==> src/rtl/rpspmc_axis_pkg.sv <==
// Shared AXIS lane constants, interpolator FSM states and the DAC round/saturate helper.
package rpspmc_axis_pkg;

  localparam int AXIS_DATA_W = 16;
  localparam int AXIS_DAC_W  = 14;
  localparam int AXIS_WORD_W = 32;

  typedef enum logic [1:0] {
    IDLE = 2'd0,
    RUN  = 2'd1,
    HOLD = 2'd2
  } interp_state_t;

  // Drop two LSBs with round-half-up, then clamp into the signed 14-bit DAC range.
  function automatic logic signed [13:0] sat14(input logic signed [15:0] v);
    logic signed [16:0] biased;
    logic signed [16:0] scaled;
    biased = {v[15], v} + 17'sd2;
    scaled = biased >>> 2;
    if (scaled > 17'sd8191) begin
      sat14 = 14'sh1fff;
    end else if (scaled < -17'sd8192) begin
      sat14 = 14'sh2000;
    end else begin
      sat14 = scaled[13:0];
    end
  endfunction

endpackage

==> src/rtl/axis_interpolator_interp_lane.sv <==
// One interpolation channel: segment target, per-point step and scaled accumulator,
// plus the rounded/saturated 16-bit DAC lane derived from the accumulator.
module interp_lane
  import rpspmc_axis_pkg::*;
#(
  parameter int INTERP_LOG2 = 2,
  parameter int DATA_W      = AXIS_DATA_W,
  parameter int SIG_W       = AXIS_DAC_W
) (
  input  logic              aclk,
  input  logic              aresetn,
  input  logic              clear,
  input  logic              load,
  input  logic              from_zero,
  input  logic              advance,
  input  logic              stop,
  input  logic [DATA_W-1:0] sample,
  output logic [DATA_W-1:0] lane
);

  localparam int ACC_W = DATA_W + INTERP_LOG2 + 1;

  logic [DATA_W-1:0] target_reg;
  logic [DATA_W:0]   step_reg;
  logic [ACC_W-1:0]  acc_reg;

  logic [DATA_W-1:0] old_val;
  logic [DATA_W:0]   step_new;
  logic [ACC_W-1:0]  old_scaled;
  logic [ACC_W-1:0]  acc_load;
  logic [ACC_W-1:0]  acc_adv;
  logic [DATA_W-1:0] v;
  logic [SIG_W-1:0]  dac;

  // acc holds old*N + k*step, so after N points it lands exactly on new*N.
  always_comb begin
    old_val    = from_zero ? '0 : target_reg;
    step_new   = {sample[DATA_W-1], sample} - {old_val[DATA_W-1], old_val};
    old_scaled = {old_val[DATA_W-1], old_val, {INTERP_LOG2{1'b0}}};
    acc_load   = old_scaled + {{INTERP_LOG2{step_new[DATA_W]}}, step_new};
    acc_adv    = acc_reg + {{INTERP_LOG2{step_reg[DATA_W]}}, step_reg};
  end

  always_ff @(posedge aclk or negedge aresetn) begin
    if (!aresetn) begin
      target_reg <= '0;
      step_reg   <= '0;
      acc_reg    <= '0;
    end else if (clear) begin
      target_reg <= '0;
      step_reg   <= '0;
      acc_reg    <= '0;
    end else if (load) begin
      target_reg <= sample;
      step_reg   <= step_new;
      acc_reg    <= acc_load;
    end else begin
      if (advance) begin
        acc_reg <= acc_adv;
      end
      if (stop) begin
        step_reg <= '0;
      end
    end
  end

  assign v    = acc_reg[INTERP_LOG2 +: DATA_W];
  assign dac  = sat14(v);
  assign lane = {{(DATA_W - SIG_W){dac[SIG_W-1]}}, dac};

endmodule

==> src/rtl/axis_interpolator.sv <==
// Two-channel linear interpolator by 2^INTERP_LOG2 feeding the 14-bit DAC; both lanes
// are consumed jointly and packed into one word per aclk, holding the last point on underrun.
module axis_interpolator
  import rpspmc_axis_pkg::*;
#(
  parameter int INTERP_LOG2                        = 2,
  parameter int AXIS_SIGNAL_TDATA_WIDTH            = AXIS_WORD_W,
  parameter int AXIS_SIGNAL_DATA_WIDTH             = AXIS_DATA_W,
  parameter int AXIS_SIGNAL_SIGNIFICANT_DATA_WIDTH = AXIS_DAC_W
) (
  input  logic                               aclk,
  input  logic                               aresetn,
  input  logic                               enable,
  input  logic [AXIS_SIGNAL_DATA_WIDTH-1:0]  S_AXIS_S0_tdata,
  input  logic                               S_AXIS_S0_tvalid,
  output logic                               S_AXIS_S0_tready,
  input  logic [AXIS_SIGNAL_DATA_WIDTH-1:0]  S_AXIS_S1_tdata,
  input  logic                               S_AXIS_S1_tvalid,
  output logic                               S_AXIS_S1_tready,
  output logic [AXIS_SIGNAL_TDATA_WIDTH-1:0] M_AXIS_DAC_tdata,
  output logic                               M_AXIS_DAC_tvalid,
  output logic                               underrun
);

  interp_state_t state_reg, state_next;
  logic [INTERP_LOG2-1:0] phase_reg, phase_next;
  logic underrun_reg, underrun_next;
  logic [AXIS_SIGNAL_TDATA_WIDTH-1:0] tdata_reg;
  logic tvalid_reg;

  logic phase_last;
  logic tready_int;
  logic accept;
  logic load, from_zero, advance, stop, clear;
  logic [AXIS_SIGNAL_DATA_WIDTH-1:0] lane0, lane1;

  assign phase_last = &phase_reg;
  // tready is forced low while reset is asserted, not only after the first edge.
  assign tready_int = aresetn && enable &&
                      (state_reg == IDLE || state_reg == HOLD ||
                       (state_reg == RUN && phase_last));
  assign accept     = tready_int && S_AXIS_S0_tvalid && S_AXIS_S1_tvalid;

  always_comb begin
    state_next    = state_reg;
    phase_next    = phase_reg;
    underrun_next = underrun_reg;
    load          = 1'b0;
    from_zero     = 1'b0;
    advance       = 1'b0;
    stop          = 1'b0;
    clear         = 1'b0;
    if (!enable) begin
      state_next    = IDLE;
      phase_next    = '0;
      underrun_next = 1'b0;
      clear         = 1'b1;
    end else begin
      unique case (state_reg)
        IDLE: begin
          if (accept) begin
            load       = 1'b1;
            from_zero  = 1'b1;
            phase_next = '0;
            state_next = RUN;
          end
        end
        RUN: begin
          if (phase_last) begin
            if (accept) begin
              load       = 1'b1;
              phase_next = '0;
            end else begin
              stop          = 1'b1;
              state_next    = HOLD;
              underrun_next = 1'b1;
            end
          end else begin
            advance    = 1'b1;
            phase_next = phase_reg + INTERP_LOG2'(1);
          end
        end
        HOLD: begin
          if (accept) begin
            load       = 1'b1;
            phase_next = '0;
            state_next = RUN;
          end
        end
        default: state_next = IDLE;
      endcase
    end
  end

  always_ff @(posedge aclk or negedge aresetn) begin
    if (!aresetn) begin
      state_reg    <= IDLE;
      phase_reg    <= '0;
      underrun_reg <= 1'b0;
    end else begin
      state_reg    <= state_next;
      phase_reg    <= phase_next;
      underrun_reg <= underrun_next;
    end
  end

  interp_lane #(
    .INTERP_LOG2 (INTERP_LOG2),
    .DATA_W      (AXIS_SIGNAL_DATA_WIDTH),
    .SIG_W       (AXIS_SIGNAL_SIGNIFICANT_DATA_WIDTH)
  ) u_lane0 (
    .aclk      (aclk),
    .aresetn   (aresetn),
    .clear     (clear),
    .load      (load),
    .from_zero (from_zero),
    .advance   (advance),
    .stop      (stop),
    .sample    (S_AXIS_S0_tdata),
    .lane      (lane0)
  );

  interp_lane #(
    .INTERP_LOG2 (INTERP_LOG2),
    .DATA_W      (AXIS_SIGNAL_DATA_WIDTH),
    .SIG_W       (AXIS_SIGNAL_SIGNIFICANT_DATA_WIDTH)
  ) u_lane1 (
    .aclk      (aclk),
    .aresetn   (aresetn),
    .clear     (clear),
    .load      (load),
    .from_zero (from_zero),
    .advance   (advance),
    .stop      (stop),
    .sample    (S_AXIS_S1_tdata),
    .lane      (lane1)
  );

  // Output word reflects the accumulator one edge after it was updated.
  always_ff @(posedge aclk or negedge aresetn) begin
    if (!aresetn) begin
      tdata_reg  <= '0;
      tvalid_reg <= 1'b0;
    end else if (enable && state_reg != IDLE) begin
      tdata_reg  <= {lane1, lane0};
      tvalid_reg <= 1'b1;
    end else begin
      tdata_reg  <= '0;
      tvalid_reg <= 1'b0;
    end
  end

  assign S_AXIS_S0_tready  = tready_int;
  assign S_AXIS_S1_tready  = tready_int;
  assign M_AXIS_DAC_tdata  = tdata_reg;
  assign M_AXIS_DAC_tvalid = tvalid_reg;
  assign underrun          = underrun_reg;

endmodule
==> config.mk <==
export PLATFORM = sky130hd
export DESIGN_NAME = axis_interpolator
export DESIGN_NICKNAME = d
export VERILOG_FILES = /design/src/rtl/rpspmc_axis_pkg.sv /design/src/rtl/axis_interpolator_interp_lane.sv /design/src/rtl/axis_interpolator.sv
export SDC_FILE = /design/constraint.sdc
export NUM_CORES = 1
export LEC_CHECK = 0
export ABC_AREA = 1
export CORE_MARGIN = 2
export CORE_UTILIZATION = 30
export CTS_BUF_LIST = sky130_fd_sc_hd__clkbuf_4 sky130_fd_sc_hd__clkbuf_8
export CTS_CLUSTER_SIZE = 28
export DETAILED_ROUTE_END_ITERATION = 8
export SYNTH_ARGS = -nofsm -noshare
export SYNTH_HDL_FRONTEND = slang
export SYNTH_SLANG_ARGS = --single-unit
==> constraint.sdc <==
create_clock -name aclk -period 8.35 [get_ports aclk]
set_input_delay 0.835 -clock aclk [delete_from_list [all_inputs] [get_ports aclk]]
set_output_delay 0.835 -clock aclk [all_outputs]
set_load 0.05 [all_outputs]
==> results of run 1 <==
[metrics by stage]
| stage | instance area, µm² | utilization | total power [mW] | cells |
|---|---|---|---|---|
| 4_1_cts | 12600 | 0.346 | 1.85 | 2066 |
| 5_1_grt | 12600 | 0.346 | 1.95 | 2066 |
| 3_5_place_dp | 12200 | 0.334 | 1.24 | 2035 |
| 3_3_place_gp | 12200 | 0.334 | 1.24 | 2035 |
| 2_1_floorplan | 11000 | - | 1.09 | 1528 |
| 6_report | 12600 | 0.346 | 1.84 | 2066 |
[layout by cell type (no fill, tap or decap), drive strengths merged]
cell and instances:
clkdlybuf4s50 71, fa 6, o2bb2ai 1, xnor2 24, nor4 3, inv 205
xor2 32, mux2i 4, nand3 136, nand2 388, nor2 85, clkinvlp 1
a21oi 119, nor3 17, a21boi 2, a21o 14, a32oi 1, bufinv 3
o221ai 1, o21bai 19, clkbuf 24, nand4 15, o22ai 3, o21ai 92
o211ai 5, or2 9, nand3b 6, and2 8, a22o 44, dfrtp 136
a221oi 1, ha 103, a31oi 10, buf 6, clkinv 4
[cell families after synthesis]
kind of cell               count (synthesis)
DFF                                      136
and+or+nand+nor                          667
AOI/OAI and AO/OA                        312
adders and majority gates                109
xor gates and xnor gates                  56
muxes                                      4
buffers and inverters                    244
[worst min-delay path by stage]
stage                               start               endpoint  slack, ps  cells past startpoint
floorplan             u_lane0.step_reg[9]    u_lane0.step_reg[9]        450                      2
CTS                               aresetn  u_lane0.target_reg[6]        210                      1
detailed placement    u_lane0.step_reg[0]    u_lane0.step_reg[0]        480                      2
global route                      aresetn  u_lane1.target_reg[3]        220                      1
finish                            aresetn  u_lane0.target_reg[6]        220                      1
global placement    u_lane1.target_reg[0]  u_lane1.target_reg[0]        470                      2
[final cells by class]
class	instances	area, µm²	area share
sequential	136	3400	0.270
clock inverter	7	116	0.00923
tap	468	586	0.0465
inverter	206	776	0.0616
multi-input combinational	1148	6650	0.528
clock buffer	24	312	0.0247
timing repair buffer	77	759	0.0603
[metal layers]
| metal | routed length [µm] | track usage |
|---|---|---|
| met5 | 0 | 0 |
| met4 | 331 | 0.0354 |
| met3 | 1420 | 0.0217 |
| met2 | 12100 | 0.241 |
| met1 | 16000 | 0.244 |
[power by group]
part | switching [mW] | internal [mW]
combinational | 0.324 | 0.181
sequential | 0.0368 | 0.693
clock | 0.265 | 0.335
[cell usage after synthesis (all sizes together) (2+ instances only)]
master  instances  area, µm²
nand2         388       1470
inv           205        772
dfrtp         136       3400
nand3         136        686
a21oi         119        596
ha            103       1290
o21ai          92        472
nor2           85        334
a22o           44        385
xor2           32        280
buf            27        158
xnor2          24        210
o21bai         19        143
nor3           17       90.1
nand4          15       93.8
a21o           14        105
clkbuf         11       41.3
a31oi          10       62.6
or2             9       56.3
and2            8       50.1
fa              6        120
nand3b          6       45.0
o211ai          5       37.5
mux2i           4       40.0
nor4            3       18.8
o22ai           3       18.8
a21boi          2       15.0
==> results.yml, run 1 <==
detailed_routing:
  ant_nets: 0
  finalWirelength_um: 29800
  routedWlPerCell_um: 14.4
  drtPass1Iterations: 5
  drc_errors: 0
  vias: 10100
  vias_per_cell: 4.90
  drt_iter0_drc: 665
worst_setup_path:
  cp-endpoint: "u_lane0.acc_reg[12]"
  path_delay_family: "simple AND/OR/NAND/NOR gates"
  r2r_slack_ps: 2880
  worstRegToRegCells: 23
  startpoint: "enable"
  cp_num_buf_inv: 2
  slowest_delay_ps: 750
  slowest_stage: "nand2_1"
  cp-end-kind: "flop"
  crit_required_ps: 8760
  r2r-start: "phase_reg[0]"
  path_class: "in -> reg"
  crit_path_start_kind: "input pin"
  r2r_end: "u_lane0.acc_reg[12]"
  crit_fanout: 32
  cp_data_arrival_time_ps: 6260
  path_cells: "clkdlybuf4s50_1 -> nand2_1 -> clkinv_1 -> nand2_1 -> nor2_4 -> nand2_1 -> nand2_1 -> ha_1 -> a21oi_1 -> nand2_1 -> a21boi_0 -> o21ai_0 -> a21oi_1 -> xnor2_1 -> ha_1 -> a21oi_1 -> o21ai_0 -> a21oi_1 -> o21ai_0 -> or2_2 -> nand3_1 -> nand3_1 -> nand2_1"
  crit_top_cell: "nand2_1"
  crit_cells: 23
power:
  p_leak_nw: 6.52
  powerDensity_mw_per_mm2: 146
  irDropWorstVdd_mv: 0.0777
clocking:
  hold_buffers: 0
  cts_made_buffers: 17
  cts_setup_buffers: 0
  cts_resized: 0
  cts_tree: "built"
  htree_num_levels: 4
  clock_sinks: 136
  clk_latency_ps: 480
  clk_path_buf_depth: 2
  cts_root_buffer: "clkbuf_8"
  path_clk_slew_ps: 80
sta:
  max_freq_ghz: 0.171
  setup_viol: 0
  slew_headroom: 0.301
  rsz0062_at_grt: "no"
  holdWs_ps: 224
  final.period_utilization: 0.700
  final_hold_viol_count: 0
  skew_ps: 21.1
  slew_viol_final: 0
  worstMarginPinSlew_ps: 1050
  tns_ps: 0
  fin_crit_ps: 5850
  worst_slack_ps: 2500
final_layout:
  diodes: 0
  drive_gt1_frac: 0.0357
  largest_register_ffs: 28
  fillers: 3909
  finalNetCount: 1732
  area_delta_synth_final_pct: 14.3
die:
  io-pin-count: 73
  die_w_um: 196
  start_util: 0.303
  die_y_um: 196
  core_area_mm2: 0.0364
  die_area_mm2: 0.0383
  std_cell_rows: 70
synthesis:
  synth-seq-cells: 136
  ys.flop_type: "dfrtp_1"
  synth_top_family_by_area: "simple AND/OR/NAND/NOR gates"
  avgSynthCellArea_um2: 7.22
  synth_xor_area_frac: 0.0445
  synth-compound-area-share: 0.170
  synth-simple-area-share: 0.258
  synthCells: 1528
  syn_nets: 1674
  ys_types: 45
  yosysWarnings: 0
  synthAdderAreaFrac: 0.128
  synthMuxAreaShare: 0.00363
  synth_edf_count: 0
  ys_async_sr_fraction: 1.00
  synth_area_mm2: 0.0110
  yosysSeqAreaShare: 0.309
placement:
  dp_slack_ps: 2050
  place_hpwl_um: 23000
  portBuffers: 72
  gp_congestion: 0.940
grt:
  grt_pass1_wl_um: 50000
  first_global_vias: 9863
  grt-ovfl-total: 0
  grt_max_degree: 72
  grt.total_usage: 0.161
  antenna_found_initial: 0
hold_path:
  hp-class: "in -> async"
status:
  status: "finished clean"
job:
  maxCapViolCount: 0
(Power assumes the default switching activity.)
==> run 2, diff against run 1 <==
clock period = 5 ns   (was 8.35 ns; I/O delays follow)
==> results.yml, run 2 (synthesized netlist as in run 1, its figures left out) <==
power:
  p_leak_nw: 6.53
  total_power_mw: 3.00
  powerDensity_mw_per_mm2: 238
  irDropWorstVdd_mv: 0.147
clocking:
  cts_made_buffers: 17
  cts_tree: "built"
  clk_latency_ps: 460
  clk_path_buf_depth: 2
  path_clk_slew_ps: 80
  cts_root_buffer: "clkbuf_8"
  clock_sinks: 136
  htree_num_levels: 4
worst_setup_path:
  worstRegToRegCells: 26
  r2r_slack_ps: 500
  crit_required_ps: 5360
  crit_fanout: 17
  cp-end-kind: "flop"
  crit_path_start_kind: "flop"
  r2r-start: "phase_reg[0]"
  r2r_end: "u_lane1.acc_reg[17]"
  cp_data_arrival_time_ps: 4870
  path_class: "reg -> reg"
final_layout:
  finalNetCount: 1736
  final_area_mm2: 0.0126
  diodes: 0
  final_cell_mix: "386 x nand2_1, 200 x inv_1, 136 x dfrtp_1, 135 x nand3_1, 118 x a21oi_1"
  final_common_cell: "nand2_1"
  largest_register_ffs: 28
  fillers: 3908
  drive_gt1_frac: 0.0418
  utilization: 0.347
  stdcell_count: 2071
  area_delta_synth_final_pct: 14.6
die:
  core_area_mm2: 0.0364
  io-pin-count: 73
  std_cell_rows: 70
  start_util: 0.303
  die_area_mm2: 0.0383
  die_w_um: 196
  die_y_um: 196
sta:
  slew_headroom: 0.510
  final.period_utilization: 0.901
  worstMarginPinSlew_ps: 735
  setup_viol: 0
  fin_crit_ps: 4500
  final_hold_viol_count: 0
  max_freq_ghz: 0.222
  skew_ps: 13.0
  rsz0062_at_grt: "yes"
  slew_viol_final: 0
detailed_routing:
  drt_iter0_drc: 677
  drc_errors: 0
  vias_per_cell: 4.86
  vias: 10100
  finalWirelength_um: 29700
  drtPass1Iterations: 5
  ant_nets: 0
  routedWlPerCell_um: 14.4
placement:
  place_hpwl_um: 22800
  numPlacedInstances: 2039
  gp_congestion: 0.902
  portBuffers: 72
  dpl_cell_area_mm2: 0.0122
hold_path:
  hp-class: "in -> async"
grt:
  grt.total_usage: 0.159
  grt-ovfl-total: 0
  antenna_found_initial: 0
  grt_pass1_wl_um: 49800
  first_global_vias: 9905
  grt_max_degree: 137
job:
  maxCapViolCount: 0
status:
  status: "finished clean"
## run 2: cell types whose count changed in the layout (fill, tap and decap cells not counted), moves of 2 or more
| cell | before | now |
|---|---|---|
| xnor2_2 | 0 | 2 |
| clkbuf_8 | 21 | 18 |
| clkinv_2 | 2 | 4 |
| buf_4 | 5 | 7 |
| xnor2_1 | 24 | 22 |
| clkinvlp_4 | 1 | 4 |
## run 2: metrics by stage
step                hold slack [ps]  setup WS, ps  setup TNS [ps]
floorplan                       204          1040               0
global placement                471           344               0
detailed placement              476           286               0
CTS                             173           433               0
global route                    215         -4.62           -4.62
finish                          158           497               0
## run 2: worst max-delay path by stage
stage / start / to / slack [ps] / cells after the start
finish: phase_reg[0] / u_lane1.acc_reg[17] / 500 / 26
global route: phase_reg[0] / u_lane1.acc_reg[13] / -5 / 25
CTS: phase_reg[0] / u_lane1.acc_reg[16] / 430 / 28
detailed placement: enable / u_lane1.acc_reg[13] / 290 / 27
global placement: enable / u_lane1.acc_reg[13] / 340 / 27
floorplan: phase_reg[0] / u_lane0.acc_reg[12] / 1040 / 24
## run 2: area by class of cell
| class | count | area, µm² | share of cell area |
|---|---|---|---|
| multi-input cells | 1148 | 6680 | 0.528 |
| flip-flops and latches | 136 | 3400 | 0.269 |
| repair buffers | 81 | 806 | 0.0638 |
| inverters | 206 | 776 | 0.0614 |
| well taps | 468 | 586 | 0.0463 |
| clock buffers | 20 | 263 | 0.0208 |
| clock inverters | 12 | 128 | 0.0101 |
## run 2: repair_timing
item | in CTS | in global routing
setup buffers | 0 | 0
hold buffers | 0 | 0
endpoints found under the setup margin | 0 | 5
resized for setup | 0 | 7
## run 2: per-layer routing
| layer | wire length [µm] | track usage |
|---|---|---|
| met2 | 12300 | 0.241 |
| met5 | 0 | 0 |
| met4 | 370 | 0.0387 |
| met3 | 1230 | 0.0194 |
| met1 | 15900 | 0.240 |
## run 2: critical path, cell delays in order (launching register included)
cell and delay, ps:
dfrtp_1 410, ha_1 240, nor2_1 200, nor2_1 70, nand2_1 120, nor2_4 40, nand2_1 180, buf_6 220
buf_4 200, nand2_1 90, ha_1 350, a21oi_1 250, o21ai_0 180, a221oi_2 300, nand3b_1 130, and2_1 180
ha_1 370, nand2_1 110, nor3_1 180, and2_1 150, nand2_1 50, nand4_1 90, inv_1 50, nand2_1 60
nand3_1 60, nand2_1 90, nand2_1 40
## run 2: where the power goes
group          switching, mW  total (mW)  internal, mW
Combinational          0.543       0.851         0.307
Sequential            0.0632        1.22          1.16
Clock                  0.467       0.932         0.464
==> run 3, diff against run 2 <==
ABC_AREA = 0   (was 1)
==> results.yml, run 3 <==
sta:
  final.period_utilization: 0.965
  slew_headroom: 0.354
  fin_crit_ps: 4830
  slew_viol_final: 0
  worstMarginPinSlew_ps: 969
  setup_viol: 0
  holdWs_ps: 127
  final_hold_viol_count: 0
  max_freq_ghz: 0.207
  skew_ps: 12.6
grt:
  grt_pass1_wl_um: 45100
  grt_max_degree: 137
  grt-ovfl-total: 0
  grt.total_usage: 0.152
  antenna_found_initial: 0
  first_global_vias: 9099
synthesis:
  synthCells: 1222
  yosysTopAreaCell: "dfrtp_1"
  yosysSeqAreaShare: 0.326
  ys_async_sr_fraction: 1.00
  avgSynthCellArea_um2: 8.55
  ys_types: 71
  syn_nets: 1368
  synth.top_cell.area_share: 0.326
  synthTopCellsByArea: "dfrtp_1 33%, ha_1 12%, nand2_1 6.2%"
  synth_commonest_cells: "173 x nand2_1, 136 x dfrtp_1, 103 x ha_1, 95 x a21oi_1, 80 x nor2_1"
  synth_edf_count: 0
  synth_area_mm2: 0.0104
  synth_most_common_cell: "nand2_1"
  yosysWarnings: 0
  ys.flop_type: "dfrtp_1"
  synth-seq-cells: 136
die:
  io-pin-count: 73
  core_area_mm2: 0.0344
  die_y_um: 191
  std_cell_rows: 68
  die_w_um: 191
  die_area_mm2: 0.0363
  start_util: 0.304
final_layout:
  final_area_mm2: 0.0133
  final_cell_mix: "174 x buf_4, 172 x nand2_1, 136 x dfrtp_1, 102 x ha_1, 91 x a21oi_1"
  area_delta_synth_final_pct: 27.7
  diodes: 0
  stdcell_count: 1910
  fillers: 3474
  final_common_cell: "buf_4"
  largest_register_ffs: 28
  finalNetCount: 1588
  drive_gt1_frac: 0.172
power:
  p_leak_nw: 6.56
  powerDensity_mw_per_mm2: 294
  irDropWorstVdd_mv: 0.180
status:
  status: "finished clean"
worst_setup_path:
  crit_path_start_kind: "input pin"
  crit_fanout: 13
  path_class: "in -> reg"
  crit_required_ps: 5360
  cp_data_arrival_time_ps: 5180
  cp-end-kind: "flop"
detailed_routing:
  drtPass1Iterations: 5
  vias_per_cell: 4.84
  routedWlPerCell_um: 14.1
  finalWirelength_um: 26900
  drc_errors: 0
  vias: 9253
  drt_iter0_drc: 531
  ant_nets: 0
placement:
  gp_congestion: 0.862
  portBuffers: 72
  place_hpwl_um: 20700
  dpl_cell_area_mm2: 0.0128
  numPlacedInstances: 1873
hold_path:
  hp-class: "in -> async"
clocking:
  hold_buffers: 0
  htree_num_levels: 4
  clock_sinks: 136
  cts_tree: "built"
  cts_root_buffer: "clkbuf_8"
  path_clk_slew_ps: 80
  clk_latency_ps: 470
  clk_path_buf_depth: 2
  cts_made_buffers: 17
job:
  maxCapViolCount: 0
[run 3: what timing repair did]
item	CTS	global route
setup buffers	0	5
endpoints found under the setup margin	2	8
endpoints found under the hold margin	0	0
pin swaps	0	21
resized for setup	2	29
[run 3: critical path, cell delays in order]
cell and delay [ps]:
clkdlybuf4s50_1 480, nand2_1 80, or4_4 530, buf_4 190, buf_4 180, nand2_2 100, ha_1 270, a21oi_2 170
nand2_1 90, o21ai_2 190, o21ai_2 100, o31a_1 330, o31a_1 290, o311ai_2 330, ha_1 320, buf_4 160
nand2_1 60, o31ai_1 80, a21oi_1 140, xnor3_1 250, a2111oi_2 350
[run 3: worst paths after layout]
kind | from | end | slack, ps | depth (start not counted)
setup / recovery | enable | u_lane0.acc_reg[17] | 170 | 21
hold / removal | aresetn | M_AXIS_DAC_tdata[26] | 130 | 2
setup reg to reg | state_reg[1] | u_lane0.acc_reg[17] | 340 | 19
hold reg to reg | u_lane0.step_reg[0] | u_lane0.step_reg[0] | 500 | 2
max in group asynchronous | aresetn | u_lane0.target_reg[14] | 4310 | 2
min in group aclk | u_lane0.step_reg[0] | u_lane0.step_reg[0] | 500 | 2
[run 3: power by group]
| part | internal [mW] | total [mW] | switching (mW) |
|---|---|---|---|
| clock network | 0.407 | 0.890 | 0.483 |
| logic | 0.777 | 1.67 | 0.893 |
| registers | 1.22 | 1.36 | 0.137 |
| total | 2.40 | 3.92 | 1.51 |
[run 3: logic make-up (layout without fill, tap and decap cells)]
group,after synthesis,after routing,share of synthesized area
multiplexers,14,14,0.0137
flip-flops,136,136,0.326
adder cells (fa/ha/maj),109,109,0.135
AND/OR/NAND/NOR,430,430,0.192
buffers and inverters,104,337,0.0422
AO/OA/AOI/OAI,347,347,0.221
XOR/XNOR,82,82,0.0701
[run 3: per-stage QoR]
step / utilization / setup TNS (ps) / total power, mW / worst slack, ps
floorplan: - / 0 / 2.38 / 118
global placement: 0.373 / -2170 / 2.98 / -383
detailed placement: 0.373 / -3310 / 3.01 / -516
CTS: 0.384 / 0 / 3.93 / 16.0
global route: 0.388 / -13.5 / 4.20 / -13.5
finish: 0.388 / 0 / 3.92 / 174
[run 3: cell type report]
class / instances / area, µm² / area share
inverter: 58 / 218 / 0.0163
timing repair buffer: 247 / 2050 / 0.154
multi-input combinational: 982 / 6730 / 0.505
clock buffer: 18 / 248 / 0.0186
clock inverter: 14 / 124 / 0.00929
tap: 455 / 569 / 0.0427
sequential: 136 / 3400 / 0.255
[run 3: per-layer routing]
metal	routed length (µm)	global-route usage	vias to the layer above
met5	0	0	-
met4	348	0.0373	0
met3	1100	0.0272	23
met2	11500	0.232	167
met1	14000	0.220	4238
li1	-	-	4825
